--- src/rtl/draw_layer_arbiter.sv ---
// Per-pixel draw arbiter: picks one winner per pixel from a double-buffered
// layer table, with per-object visibility, frame-rate blinking and overlap flags.
module draw_layer_arbiter #(
  parameter int NUM_OBJ  = 4,
  parameter int OFFSET_W = 11,
  parameter int BLINK_W  = 5,
  parameter int ID_W     = $clog2(NUM_OBJ)
) (
  input  logic                         clk,
  input  logic                         reset,
  input  logic                         startOfFrame,
  input  logic [NUM_OBJ-1:0]           drawRequest,
  input  logic [NUM_OBJ*OFFSET_W-1:0]  offsetX,
  input  logic [NUM_OBJ*OFFSET_W-1:0]  offsetY,
  input  logic                         cfg_valid,
  output logic                         cfg_ready,
  input  logic [ID_W-1:0]              cfg_obj,
  input  logic [ID_W-1:0]              cfg_layer,
  input  logic                         cfg_visible,
  input  logic                         cfg_blink,
  output logic [OFFSET_W-1:0]          offset_x,
  output logic [OFFSET_W-1:0]          offset_y,
  output logic                         drawRequestOut,
  output logic [ID_W-1:0]              winner_id,
  output logic                         collision,
  output logic                         collision_last_frame
);

  logic [ID_W-1:0]     sh_layer_q  [NUM_OBJ];
  logic [ID_W-1:0]     sh_layer_d  [NUM_OBJ];
  logic [NUM_OBJ-1:0]  sh_vis_q, sh_vis_d;
  logic [NUM_OBJ-1:0]  sh_blink_q, sh_blink_d;
  logic [ID_W-1:0]     act_layer_q [NUM_OBJ];
  logic [ID_W-1:0]     act_layer_d [NUM_OBJ];
  logic [NUM_OBJ-1:0]  act_vis_q, act_vis_d;
  logic [NUM_OBJ-1:0]  act_blink_q, act_blink_d;
  logic [BLINK_W-1:0]  frame_cnt_q, frame_cnt_d;
  logic                frame_coll_q, frame_coll_d;
  logic                coll_last_q, coll_last_d;
  logic [OFFSET_W-1:0] offset_x_q, offset_x_d;
  logic [OFFSET_W-1:0] offset_y_q, offset_y_d;
  logic [ID_W-1:0]     winner_q, winner_d;
  logic                draw_q, draw_d;
  logic                coll_q, coll_d;

  logic                cfg_fire;
  logic                blink_phase;
  logic [NUM_OBJ-1:0]  eligible;
  logic                found;
  logic                seen;
  logic [ID_W-1:0]     best_layer;

  assign cfg_ready   = !reset && !startOfFrame;
  assign cfg_fire    = cfg_valid && cfg_ready;
  assign blink_phase = frame_cnt_q[BLINK_W-1];

  // Shadow writes, commit to the active table, frame counter and sticky flags
  always_comb begin
    sh_layer_d  = sh_layer_q;
    sh_vis_d    = sh_vis_q;
    sh_blink_d  = sh_blink_q;
    act_layer_d = act_layer_q;
    act_vis_d   = act_vis_q;
    act_blink_d = act_blink_q;
    frame_cnt_d = frame_cnt_q;
    for (int i = 0; i < NUM_OBJ; i++) begin
      if (cfg_fire && cfg_obj == ID_W'(i)) begin
        sh_layer_d[i] = cfg_layer;
        sh_vis_d[i]   = cfg_visible;
        sh_blink_d[i] = cfg_blink;
      end
    end
    if (startOfFrame) begin
      act_layer_d = sh_layer_q;
      act_vis_d   = sh_vis_q;
      act_blink_d = sh_blink_q;
      frame_cnt_d = frame_cnt_q + BLINK_W'(1);
    end
  end

  // Arbitration; strict less-than keeps ties on the lowest index
  always_comb begin
    eligible   = '0;
    found      = 1'b0;
    seen       = 1'b0;
    best_layer = '0;
    winner_d   = '0;
    offset_x_d = '0;
    offset_y_d = '0;
    coll_d     = 1'b0;
    for (int i = 0; i < NUM_OBJ; i++) begin
      eligible[i] = drawRequest[i] && act_vis_q[i] && !(act_blink_q[i] && blink_phase);
      if (eligible[i]) begin
        if (seen) coll_d = 1'b1;
        seen = 1'b1;
        if (!found || act_layer_q[i] < best_layer) begin
          found      = 1'b1;
          best_layer = act_layer_q[i];
          winner_d   = ID_W'(i);
          offset_x_d = offsetX[i*OFFSET_W +: OFFSET_W];
          offset_y_d = offsetY[i*OFFSET_W +: OFFSET_W];
        end
      end
    end
    draw_d = found;
  end

  always_comb begin
    frame_coll_d = frame_coll_q | coll_d;
    coll_last_d  = coll_last_q;
    if (startOfFrame) begin
      coll_last_d  = frame_coll_q | coll_d;
      frame_coll_d = 1'b0;
    end
  end

  always_ff @(posedge clk) begin
    if (reset) begin
      for (int i = 0; i < NUM_OBJ; i++) begin
        sh_layer_q[i]  <= ID_W'(i);
        act_layer_q[i] <= ID_W'(i);
      end
      sh_vis_q     <= '1;
      sh_blink_q   <= '0;
      act_vis_q    <= '1;
      act_blink_q  <= '0;
      frame_cnt_q  <= '0;
      frame_coll_q <= 1'b0;
      coll_last_q  <= 1'b0;
      offset_x_q   <= '0;
      offset_y_q   <= '0;
      winner_q     <= '0;
      draw_q       <= 1'b0;
      coll_q       <= 1'b0;
    end else begin
      sh_layer_q   <= sh_layer_d;
      sh_vis_q     <= sh_vis_d;
      sh_blink_q   <= sh_blink_d;
      act_layer_q  <= act_layer_d;
      act_vis_q    <= act_vis_d;
      act_blink_q  <= act_blink_d;
      frame_cnt_q  <= frame_cnt_d;
      frame_coll_q <= frame_coll_d;
      coll_last_q  <= coll_last_d;
      offset_x_q   <= offset_x_d;
      offset_y_q   <= offset_y_d;
      winner_q     <= winner_d;
      draw_q       <= draw_d;
      coll_q       <= coll_d;
    end
  end

  assign offset_x             = offset_x_q;
  assign offset_y             = offset_y_q;
  assign drawRequestOut       = draw_q;
  assign winner_id            = winner_q;
  assign collision            = coll_q;
  assign collision_last_frame = coll_last_q;

endmodule

--- config.mk ---
export PLATFORM = sky130hd
export DESIGN_NAME = draw_layer_arbiter
export DESIGN_NICKNAME = d
export VERILOG_FILES = /design/src/rtl/draw_layer_arbiter.sv
export SDC_FILE = /design/constraint.sdc
export NUM_CORES = 1
export LEC_CHECK = 0
export CORE_ASPECT_RATIO = 0.75
export CORE_MARGIN = 5
export CORE_UTILIZATION = 30
export CTS_BUF_LIST = sky130_fd_sc_hd__clkbuf_4
export CTS_CLUSTER_DIAMETER = 100
export DETAILED_ROUTE_END_ITERATION = 7
export HOLD_SLACK_MARGIN = 0.08
export PLACE_DENSITY_LB_ADDON = 0.25
export SETUP_SLACK_MARGIN = 0.05
export SYNTH_ARGS = -nofsm -noshare
export SYNTH_HDL_FRONTEND = slang
export SYNTH_SLANG_ARGS = --single-unit
export TNS_END_PERCENT = 1
--- constraint.sdc ---
create_clock -name clk -period 4.86 [get_ports clk]
set_clock_uncertainty 0.1 [all_clocks]
set_input_delay 0.486 -clock clk [delete_from_list [all_inputs] [get_ports clk]]
set_output_delay 0.486 -clock clk [all_outputs]
set_load 0.1 [all_outputs]
## Word level (Yosys, flattened, before mapping)

Cells that the tools add are included.

| storage, ports and cells | value |
|---|---|
| register bits | 65 |
| logic and storage cells | 106 |
| output and inout bits | 28 |
| bits of input ports | 102 |

| cells by class | value |
|---|---|
| bitwise operators | 1 |
| eq/ne operators | 3 |
| add/sub/neg operators | 1 |
| muxes and demuxes | 40 |
| reduce and logical (&&, ||, !) cells | 32 |
| $lt $le $gt $ge | 3 |

Operator list:

| cell | count |
|---|---|
| 11-bit two-way mux | 14 |
| 1-bit logical AND | 18 |
| 2-bit two-way mux | 9 |
| 1-bit two-way mux | 17 |
| 1-bit zero test | 9 |
| 2-bit less-than comparator | 3 |
| 5-bit by 1-bit adder with 5-bit output (second input constant) | 1 |
| 2-bit equality test (second input constant) | 2 |
| 1-bit logical OR | 3 |
| 2-bit by 1-bit equality test with 1-bit output (second input constant) | 1 |
| 2-bit zero test | 1 |
| 2-bit OR reduction | 1 |
| 1-bit OR | 1 |

## Longest topological paths before layout

Gate-level depths: netlist of run 1.

| depth | value |
|---|---|
| depth in word-level cells | 16 |
| mapped depth | 23 |
| mapped depth without buffers | 19 |

## Worst setup path after synthesis of run 1

OpenSTA, ideal clock, no wires.

| timing path | value |
|---|---|
| path type | input -> register |
| start point | input port drawRequest[0] |
| end point | register offset_x_q[0], in the netlist offset_x[0] |
| path buffers | 4 |
| slack | 0.079 ns |
| cell stages on the path | 22 |
| library setup time | 0.117 ns |
| data arrival time | 4.563 ns |
| cell sequence | nand2_1 nor2_1 nand2_1 ha_1 a21o_1 a21oi_1 clkbuf_1 nor2_1 a21oi_1 ha_1 nor2_1 a211oi_2 buf_6 clkbuf_1 o21ai_0 ha_1 nor3_1 o31ai_1 a2bb2oi_1 and2_0 buf_2 a32o_1 |

| between the ends | value |
|---|---|
| word-level cells in the longest chain between the ends | 15 |
| elaborated cells between the ends (all ways) | 28 |
| classes of those cells | order compare (3); mux (17); reduce/logical (8) |

RTL lines:

| what | RTL line | text |
|---|---|---|
| from (decl) | 12 | `input logic [NUM_OBJ-1:0] drawRequest,` |
| 1-bit logical AND (*) (2 in series) | 92 | `eligible[i] = drawRequest[i] && act_vis_q[i] && !(act_blink_q[i] && blink_phase);` |
| 2-bit two-way mux / 1-bit two-way mux (equally long branches) | 93 | `if (eligible[i]) begin` |
| 2-bit less-than comparator / 1-bit zero test (equally long branches) | 96 | `if (!found \|\| act_layer_q[i] < best_layer) begin` |
| 1-bit logical OR | 96 |  |
| 2-bit two-way mux / 1-bit two-way mux (equally long branches) | 96 |  |
| 2-bit two-way mux / 1-bit two-way mux (equally long branches) | 93 |  |
| 2-bit less-than comparator / 1-bit zero test (equally long branches) | 96 |  |
| 1-bit logical OR | 96 |  |
| 2-bit two-way mux / 1-bit two-way mux (equally long branches) | 96 |  |
| 2-bit two-way mux / 1-bit two-way mux (equally long branches) | 93 |  |
| 2-bit less-than comparator / 1-bit zero test (equally long branches) | 96 |  |
| 1-bit logical OR | 96 |  |
| 11-bit two-way mux | 96 |  |
| 11-bit two-way mux (*) | 93 |  |
| to (signal assigned) | 145 | `offset_x_q <= offset_x_d;` |
| to (decl) | 40 | `logic [OFFSET_W-1:0] offset_x_q, offset_x_d;` |

Every way passes the cells marked *; elsewhere a longest branch is shown, timed or not.
A chain may end at the register's enable or synchronous reset.

## Worst setup path in the final report of run 1

| timing path | value |
|---|---|
| start point | input port drawRequest[0] |
| end point | register offset_x_q[10], in the netlist offset_x[10] |

Same word-level chain as after synthesis.

==> run summary, run 1 <==
filler cell count in the final layout: 900
Crit. End Element: register
Final HPWL DP: 7070 um
vias: 2815
area delta synth->final: 52.7%
Starting Density: 0.306
Fmax: 0.236 GHz
initial antenna violation count: 0
Vias/cell: 4.80
PD cells: 289 nW/um^2
Cell Int Power: 0.866 mW
area occupied by multi-input gates: 1560 um^2
overflow left after global routing: 0
Rows: 31
cell depth of the worst hold path: 2
Pleak: 1.78 nW
synthesized area: 2960 um^2
Post-synth top flop: dfxtp_1
leading post-synthesis cells by cell area: dfxtp_1, mux2i_1, a32o_1
RSZ-0062 raised after global routing: no
GRT Total Usage: 0.147
Mapped Nets: 428
Root Driver: clkbuf_4
CP max stage delay: 0.45 ns
final setup violation count: 0
sequential share of power: 0.434
cts repair resizes: 0
slowest CP cell: clkdlybuf4s50_1
H-tree depth: 3
setup_tns: 0 ns
Layout Cell Area excl Fill: 4510 um^2
Final Net Count: 555
WS Path Type: in2reg
commonest non-fill, non-tap cell in the layout: clkdlybuf4s50_1
Critical Path Fanout Max: 22
area of the die: 12000 um^2
hold_buf cts: 0
Peak VDD IR: 114 uV
first-pass GRT wire length: 14200 um
register area: 1300 um^2
final WL: 9170 um
IO Pins: 130
outcome: completed
most frequent cells in the layout: clkdlybuf4s50_1, dfxtp_1, nand2_1
Comb power frac: 0.295
crit start category: input port
CTS tree: done
IO Port Bufs: 129
post-CTS setup buffer count: 0
DRT iter0 DRCs: 166
Num CTS Buffers: 9
Die X: 125 um
Final Max Slew Viols: 0
max cap viols: 0
Crit. path cell count: 21
antenna viol nets, final: 0
minimum clock period: 4.23 ns
Syn. warnings: 0
worst-margin pin slew: 1.01 ns
relative slew slack: 0.326
CP delay by family, top: compound AO/OA/AOI/OAI gates
share of layout cells above drive strength 1: 0.0639
critical path cell sequence: clkdlybuf4s50_1, nand2_1, nor2_1, nand2_1, ha_1, a21o_1, a21oi_2, nor2_1, a21oi_1, ha_1, nor2_1, a211oi_4, nand2_1, o21ai_0, ha_1, nor3_1, o31ai_1, a2bb2oi_1, and2_0, buf_4, a32o_1
Worst EP required: 5.08 ns
Synth Instances: 322
switch share: 0.337
Synth top area share: 0.440
Critical Path AT: 4.45 ns
Worst Path Buf+Inv: 2
Clock Sinks: 65
diodes inserted: 0
Max clock buf depth: 2
Seq cells post-synth: 65
Area after DPL: 4380 um^2
Reg2Reg Depth: 20
Reg clk slew, reported paths: 0.11 ns
Synth area leader: dfxtp_1
largest net degree at the start of global routing: 45
register area share after synthesis: 0.440
EDFF count, synth: 0
first drt pass iteration count: 4
vias in the first global route: 2795
Final Hold Viols: 0
syn_area_per_cell: 9.18 um^2
GPL Wtd Cong: 0.811
Tightest Hold Check Type: reg2reg
clock share of power: 0.271
Worst R2R Setup Slack: 0.67 ns
Die Ht: 96.0 um
final worst-path cycle share: 0.871
net load switching power: 0.440 mW
Yosys cell types: 41
CORE AREA: 9660 um^2
Clk Latency, worst-skew pair: 0.41 ns
worst hold slack: 0.389 ns
drt drc: 0
WL/cell: 15.7 um
asr flop ratio synth: 0
worst register-to-register path, stage by stage, from the launching register on:
cell and delay (ns):
dfxtp_1 0.38, and2_1 0.22, nor2_1 0.16, nand2_1 0.10, ha_1 0.30, a21o_1 0.19, a21oi_2 0.18, nor2_1 0.06
a21oi_1 0.20, ha_1 0.27, nor2_1 0.32, a211oi_4 0.14, nand2_1 0.08, o21ai_0 0.08, ha_1 0.20, nor3_1 0.19
o31ai_1 0.10, a2bb2oi_1 0.19, and2_0 0.17, buf_4 0.21, a32o_1 0.27
worst paths after layout:
check / endpoint / from
setup / recovery: offset_x[10] / drawRequest[0]
hold / removal: sh_vis_q[2] / sh_vis_q[2]
setup reg to reg: offset_x[10] / frame_cnt_q[4]
hold reg to reg: sh_vis_q[2] / sh_vis_q[2]
power by group through the flow:
stage | registers, mW | logic, mW | clock network [mW]
5_1_grt | 0.570 | 0.404 | 0.394
3_5_place_dp | 0.579 | 0.386 | 0
3_3_place_gp | 0.579 | 0.383 | 0
4_1_cts | 0.567 | 0.387 | 0.369
6_report | 0.567 | 0.385 | 0.354
2_1_floorplan | 0.726 | 0.0911 | 0
metrics by stage:
stage          utilization  total power [mW]  setup WS, ns  std cells
6_report             0.467              1.31         0.627        586
2_1_floorplan            -             0.817        0.0793        322
3_5_place_dp         0.454             0.965         0.233        570
3_3_place_gp         0.454             0.962         0.456        570
5_1_grt              0.467              1.37         0.319        586
4_1_cts              0.467              1.32         0.694        586
cells in the mapped netlist (all sizes together) (4+ instances only):
master  number
a21oi        5
a22oi       22
a32o        22
buf          7
clkbuf      13
dfxtp       65
ha           4
mux2i       32
nand2       51
nand3        5
nor2        32
nor3         6
or2         23
kinds of logic after synthesis:
kind of cell | after synthesis | synth area share
compound gates | 66 | 0.189
flops | 65 | 0.440
simple gates | 128 | 0.198
buf+inv | 23 | 0.0355
fa+ha+maj | 4 | 0.0169
xor+xnor | 4 | 0.0119
mux | 32 | 0.108
routing by layer:
metal | wire length [um] | global-route usage | up-vias
li1 | - | - | 1421
met1 | 4080 | 0.186 | 1318
met2 | 4540 | 0.242 | 63
met3 | 415 | 0.0477 | 13
met4 | 132 | 0.0429 | 0
met5 | 0 | 0 | -
final cells by class:
| cell class | count | area share |
|---|---|---|
| Multi-Input combinational cell | 234 | 0.346 |
| Clock buffer | 10 | 0.0166 |
| Sequential cell | 65 | 0.288 |
| Timing Repair Buffer | 136 | 0.297 |
| Clock inverter | 6 | 0.0130 |
| Tap cell | 132 | 0.0366 |
| Inverter | 3 | 0.00249 |
sequential cells by signal, summed over array words and instances, names as in the netlist, 2 cells and up:
name         count
sh_vis_q         4
offset_x        11
frame_cnt_q      5
act_layer_q      8
act_blink_q      4
offset_y        11
winner_id        2
act_vis_q        4
sh_layer_q       8
sh_blink_q       4
Power figures use the tool's default switching activity.
==> run 2, diff against run 1 <==
CORE_MARGIN = unset   (was 5)
SLEW_MARGIN = 0   (was unset)
clock period = 5.2 ns   (was 4.86 ns; I/O delays follow)
==> run 2 against run 1 <==
Clock power fell by 20%. Highest routed layer unchanged. Cell area fell by 0.47%. Combinational power fell by 6.2%. Sequential power fell by 6.7%. Via count rose by 0.78%. Sequential share of layout area rose by 0.14 points. Critical path depth fell by 1. Die area fell by 14%. Worst hold slack got worse by 0.0063 ns. First-iteration DRC count fell by 45%. Count of clock-buffer cells in the layout fell by 1.
==> run summary, run 2 (synthesized netlist as in run 1, its figures left out) <==
Die X: 117 um (-6.4%)
area of the die: 10300 um^2 (-14%)
Max clock buf depth: 2 (unchanged)
Peak VDD IR: 109 uV (-4.5%)
area delta synth->final: 52.0%
final worst-path cycle share: 0.871
PD cells: 261 nW/um^2 (-9.8%)
Critical Path AT: 4.77 ns (+0.32 ns)
final setup violation count: 0 (unchanged)
Die Ht: 88.0 um (-8.3%)
Hold Path Sink: act_layer_q[3]
Starting Density: 0.318 (+0.0115)
Root Driver: clkbuf_4
final core utilization: 0.483 (+0.0152)
Reg clk slew, reported paths: 0.11 ns (about the same)
Vias/cell: 4.87 (+1.5%)
CORE AREA: 9310 um^2 (-3.6%)
minimum clock period: 4.53 ns
vias in the first global route: 2732 (-2.3%)
worst-margin pin slew: 1.08 ns (+0.0751 ns)
vias: 2837 (+0.78%)
Pleak: 1.77 nW (-0.54%)
DRT iter0 DRCs: 92 (-45%)
initial antenna violation count: 0 (unchanged)
hold_buf cts: 0 (unchanged)
IO Port Bufs: 129 (unchanged)
first-pass GRT wire length: 13500 um (-4.5%)
outcome: completed
most frequent cells in the layout: clkdlybuf4s50_1, dfxtp_1, nand2_1
crit start category: input port
cell depth of the worst hold path: 2 (unchanged)
overflow left after global routing: 0 (unchanged)
largest net degree at the start of global routing: 47 (+4.4%)
antenna viol nets, final: 0 (unchanged)
Worst R2R Setup Slack: 0.75 ns (+0.08 ns)
relative slew slack: 0.277 (-0.0495)
Final Hold Viols: 0 (unchanged)
Worst Path Buf+Inv: 2 (unchanged)
CP max stage delay: 0.57 ns (+0.12 ns)
RSZ-0062 raised after global routing: no
final WL: 8960 um (-2.3%)
area occupied by multi-input gates: 1560 um^2 (unchanged)
Area after DPL: 4380 um^2 (about the same)
Num CTS Buffers: 9 (unchanged)
GPL Wtd Cong: 0.885 (+9.1%)
H-tree depth: 3 (unchanged)
setup_tns: 0 ns (unchanged)
filler cell count in the final layout: 942 (+4.7%)
Clk Latency, worst-skew pair: 0.40 ns (about the same)
R2R Path End: offset_x[4]
cts repair resizes: 0 (unchanged)
Post-Layout Cell Count: 582 (-0.68%)
Rows: 30 (-3.2%)
Final HPWL DP: 6830 um (-3.4%)
Layout Cell Area excl Fill: 4490 um^2 (-0.47%)
GRT Total Usage: 0.175 (+0.0277)
Clock Sinks: 65 (unchanged)
Final Net Count: 555 (unchanged)
CTS tree: done
Tightest Hold Check Type: reg2reg
Critical Path Fanout Max: 12 (-45%)
post-CTS setup buffer count: 0 (unchanged)
WL/cell: 15.4 um (-1.7%)
WS Path Type: in2reg
Crit. End Element: register
max cap viols: 0 (unchanged)
critical path cell sequence: clkdlybuf4s50_1, nand2_1, nor2_1, nand2_1, ha_1, a21o_1, a21oi_2, nor2_1, a21oi_1, ha_1, nor2_1, a211oi_4, o21ai_0, ha_1, nor3_1, o31ai_1, a2bb2oi_1, and2_0, buf_4, a32o_1
placed cell count: 566 (-0.70%)
Fmax: 0.221 GHz
drt drc: 0 (unchanged)
Reg2Reg Depth: 19 (-5.0%)
share of layout cells above drive strength 1: 0.0639 (unchanged)
register area: 1300 um^2 (unchanged)
HP Start: sh_layer_q[3]
Worst EP required: 5.45 ns (+0.37 ns)
IO Pins: 130 (unchanged)
first drt pass iteration count: 4 (unchanged)
commonest non-fill, non-tap cell in the layout: clkdlybuf4s50_1
diodes inserted: 0 (unchanged)
CP delay by family, top: compound AO/OA/AOI/OAI gates
slowest CP cell: and2_0
Critical R2R Launch: frame_cnt_q[4]
Final Max Slew Viols: 0 (unchanged)
-- run 2: changes by cell type in the layout (fill, tap and decap cells not counted), sizes merged --
cell and delta:
clkbuf -1, clkdlybuf4s50 +1, clkinv +2, bufinv -1, buf -1
-- run 2: metal layers --
layer,global-route usage,vias to the layer above,part of all wire
met3,0.0574,11,0.050
met1,0.224,1349,0.45
met2,0.283,63,0.48
li1,-,1414,-
met4,0.0437,0,0.013
met5,0,-,0
-- run 2: layout make-up --
class	count	area share
clock inverters	7	0.0106
repair buffers	136	0.299
well taps	128	0.0356
flip-flops and latches	65	0.290
clock buffers	9	0.0150
multi-input cells	234	0.348
inverters	3	0.00251
-- run 2: how the worst max path moves through the flow --
| stage | end | startpoint | depth (start not counted) |
|---|---|---|---|
| floorplan | offset_x[0] | drawRequest[0] | 22 |
| global placement | offset_y[1] | drawRequest[0] | 20 |
| detailed placement | offset_x[4] | drawRequest[0] | 20 |
| CTS | offset_x[4] | drawRequest[0] | 20 |
| global route | offset_y[5] | drawRequest[0] | 20 |
| finish | offset_x[4] | drawRequest[0] | 20 |
-- run 2: stage by stage --
step	total power, mW	hold slack [ns]	setup slack [ns]
2_1_floorplan	0.764	0.341	0.385
3_3_place_gp	0.899	0.351	0.407
3_5_place_dp	0.902	0.359	0.279
4_1_cts	1.19	0.389	0.695
5_1_grt	1.23	0.416	0.219
6_report	1.17	0.383	0.671
-- run 2: worst min-delay path, stage by stage, from the launching register on --
cell and delay [ns]:
dfxtp_1 0.34, mux2i_1 0.07, nand2_1 0.05
-- run 2: power breakdown --
part / internal (mW) / switching, mW
Clock: 0.0969 / 0.186
Combinational: 0.139 / 0.221
Sequential: 0.521 / 0.00794
Total: 0.757 / 0.415
==> run 3, diff against run 2 <==
CELL_PAD_IN_SITES_DETAIL_PLACEMENT = 1   (was unset)
CELL_PAD_IN_SITES_GLOBAL_PLACEMENT = 1   (was unset)
CORE_MARGIN = 3   (was unset)
==> run 3 against run 2 <==
Via count is 1.9% higher. Worst hold slack worse by 0.011 ns. First-iteration DRC count is 57% higher. Worst setup slack worse by 0.032 ns. Largest cell class unchanged. Largest power group unchanged.
==> run summary, run 3 (synthesized netlist as in run 1, its figures left out) <==
final setup violation count: 0 (unchanged)
Die Ht: 92.0 um (+4.5%)
Peak VDD IR: 154 uV (+42%)
post-CTS setup buffer count: 0 (unchanged)
Worst Path Buf+Inv: 2 (unchanged)
worst setup margin: 0.639 ns (-0.0319 ns)
outcome: completed
Max clock buf depth: 2 (unchanged)
relative slew slack: 0.310 (+0.0335)
Fmax: 0.219 GHz (-0.70%)
total power: 1.33 mW (+13%)
antenna viol nets, final: 0 (unchanged)
filler cell count in the final layout: 1096 (+16%)
first-pass GRT wire length: 16000 um (+19%)
area delta synth->final: 54.6%
IO Port Bufs: 129 (unchanged)
GRT Total Usage: 0.187 (+0.0128)
GPL Wtd Cong: 0.797 (-9.9%)
initial antenna violation count: 0 (unchanged)
Clk Latency, worst-skew pair: 0.43 ns (+0.03 ns)
cts repair resizes: 0 (unchanged)
H-tree depth: 3 (unchanged)
Num CTS Buffers: 9 (unchanged)
overflow left after global routing: 0 (unchanged)
setup_tns: 0 ns (unchanged)
Starting Density: 0.318 (unchanged)
worst hold slack: 0.372 ns (-0.0111 ns)
WL/cell: 17.7 um (+15%)
max cap viols: 0 (unchanged)
Reg clk slew, reported paths: 0.12 ns (about the same)
Post-Layout Cell Count: 583 (+0.17%)
crit start category: input port
Rows: 30 (unchanged)
Worst R2R Setup Slack: 0.66 ns (-0.09 ns)
commonest non-fill, non-tap cell in the layout: clkdlybuf4s50_1
placed cell count: 567 (+0.18%)
most frequent cells in the layout: clkdlybuf4s50_1, dfxtp_1, nand2_1
CP delay by family, top: compound AO/OA/AOI/OAI gates
Final Net Count: 556 (+0.18%)
Crit. End Element: register
vias: 2891 (+1.9%)
Tightest Hold Check Type: reg2reg
slowest CP cell: and2_0
Vias/cell: 4.96 (+1.7%)
CP max stage delay: 0.53 ns (-0.04 ns)
final worst-path cycle share: 0.877 (+0.00614)
critical path cell sequence: clkdlybuf4s50_1, nand2_1, nor2_1, nand2_1, ha_1, a21o_1, a21oi_2, nor2_1, a21oi_1, ha_1, nor2_1, a211oi_4, o21ai_0, ha_1, nor3_1, o31ai_1, a2bb2oi_1, and2_0, buf_4, a32o_1
Final HPWL DP: 7830 um (+15%)
Critical Path Fanout Max: 13 (+1)
worst-margin pin slew: 1.03 ns (-0.0501 ns)
Root Driver: clkbuf_4
final core utilization: 0.491 (+0.00847)
minimum clock period: 4.56 ns (+0.0319 ns)
PD cells: 291 nW/um^2 (+11%)
Worst EP required: 5.47 ns (+0.02 ns)
final WL: 10300 um (+15%)
Die X: 121 um (+3.4%)
largest net degree at the start of global routing: 31 (-34%)
vias in the first global route: 3000 (+9.8%)
IO Pins: 130 (unchanged)
Layout Cell Area excl Fill: 4570 um^2 (+1.8%)
first drt pass iteration count: 4 (unchanged)
diodes inserted: 0 (unchanged)
RSZ-0062 raised after global routing: no
CTS tree: done
drt drc: 0 (unchanged)
share of layout cells above drive strength 1: 0.0637 (-0.000140)
Final Hold Viols: 0 (unchanged)
Critical Path AT: 4.83 ns (+0.06 ns)
area of the die: 11100 um^2 (+8.1%)
Area after DPL: 4390 um^2 (+0.17%)
hold_buf cts: 0 (unchanged)
CORE AREA: 9310 um^2 (unchanged)
DRT iter0 DRCs: 144 (+57%)
Final Max Slew Viols: 0 (unchanged)
WS Path Type: in2reg
Clock Sinks: 65 (unchanged)
Pleak: 1.80 nW (+2.1%)
dpl ws: 0.217 ns (-0.0615 ns)
-- run 3: cell types whose count changed in the layout (fill, tap and decap cells not counted) --
cell        delta
buf_4          +1
bufinv_16      +3
clkinv_1       +1
clkinv_2       -3
clkinvlp_4     -1
-- run 3: report_power, final --
group	switching [mW]	internal, mW	leakage (nW)
registers	0.00799	0.521	0.532
logic	0.224	0.140	1.18
clock network	0.194	0.243	0.0938
total	0.426	0.904	1.80
-- run 3: area by class of cell --
class | instances | area, um^2 | share of cell area
clock inverters | 7 | 119 | 0.0260
repair buffers | 137 | 1350 | 0.296
well taps | 128 | 160 | 0.0350
multi-input cells | 234 | 1560 | 0.342
clock buffers | 9 | 67.6 | 0.0148
inverters | 3 | 11.3 | 0.00246
flip-flops and latches | 65 | 1300 | 0.285
-- run 3: final timing paths --
path,start,to,cells past startpoint
max,drawRequest[0],offset_y[3],20
min,sh_vis_q[0],act_vis_q[0],2
max reg2reg,frame_cnt_q[4],offset_y[3],19
min reg2reg,sh_vis_q[0],act_vis_q[0],2
-- run 3: per-layer routing --
| metal | global-route usage | vias to the layer above | wire (um) |
|---|---|---|---|
| met3 | 0.0592 | 17 | 527 |
| met1 | 0.229 | 1380 | 4550 |
| met5 | 0 | - | 0 |
| met2 | 0.309 | 75 | 5010 |
| met4 | 0.0708 | 0 | 233 |
| li1 | - | 1419 | - |
-- run 3: worst min-delay path: cells and delay by family (launching register included) --
| kind | cells | cell delay, ns |
|---|---|---|
| flops | 1 | 0.34 |
| mux | 1 | 0.07 |
| simple gates | 1 | 0.06 |
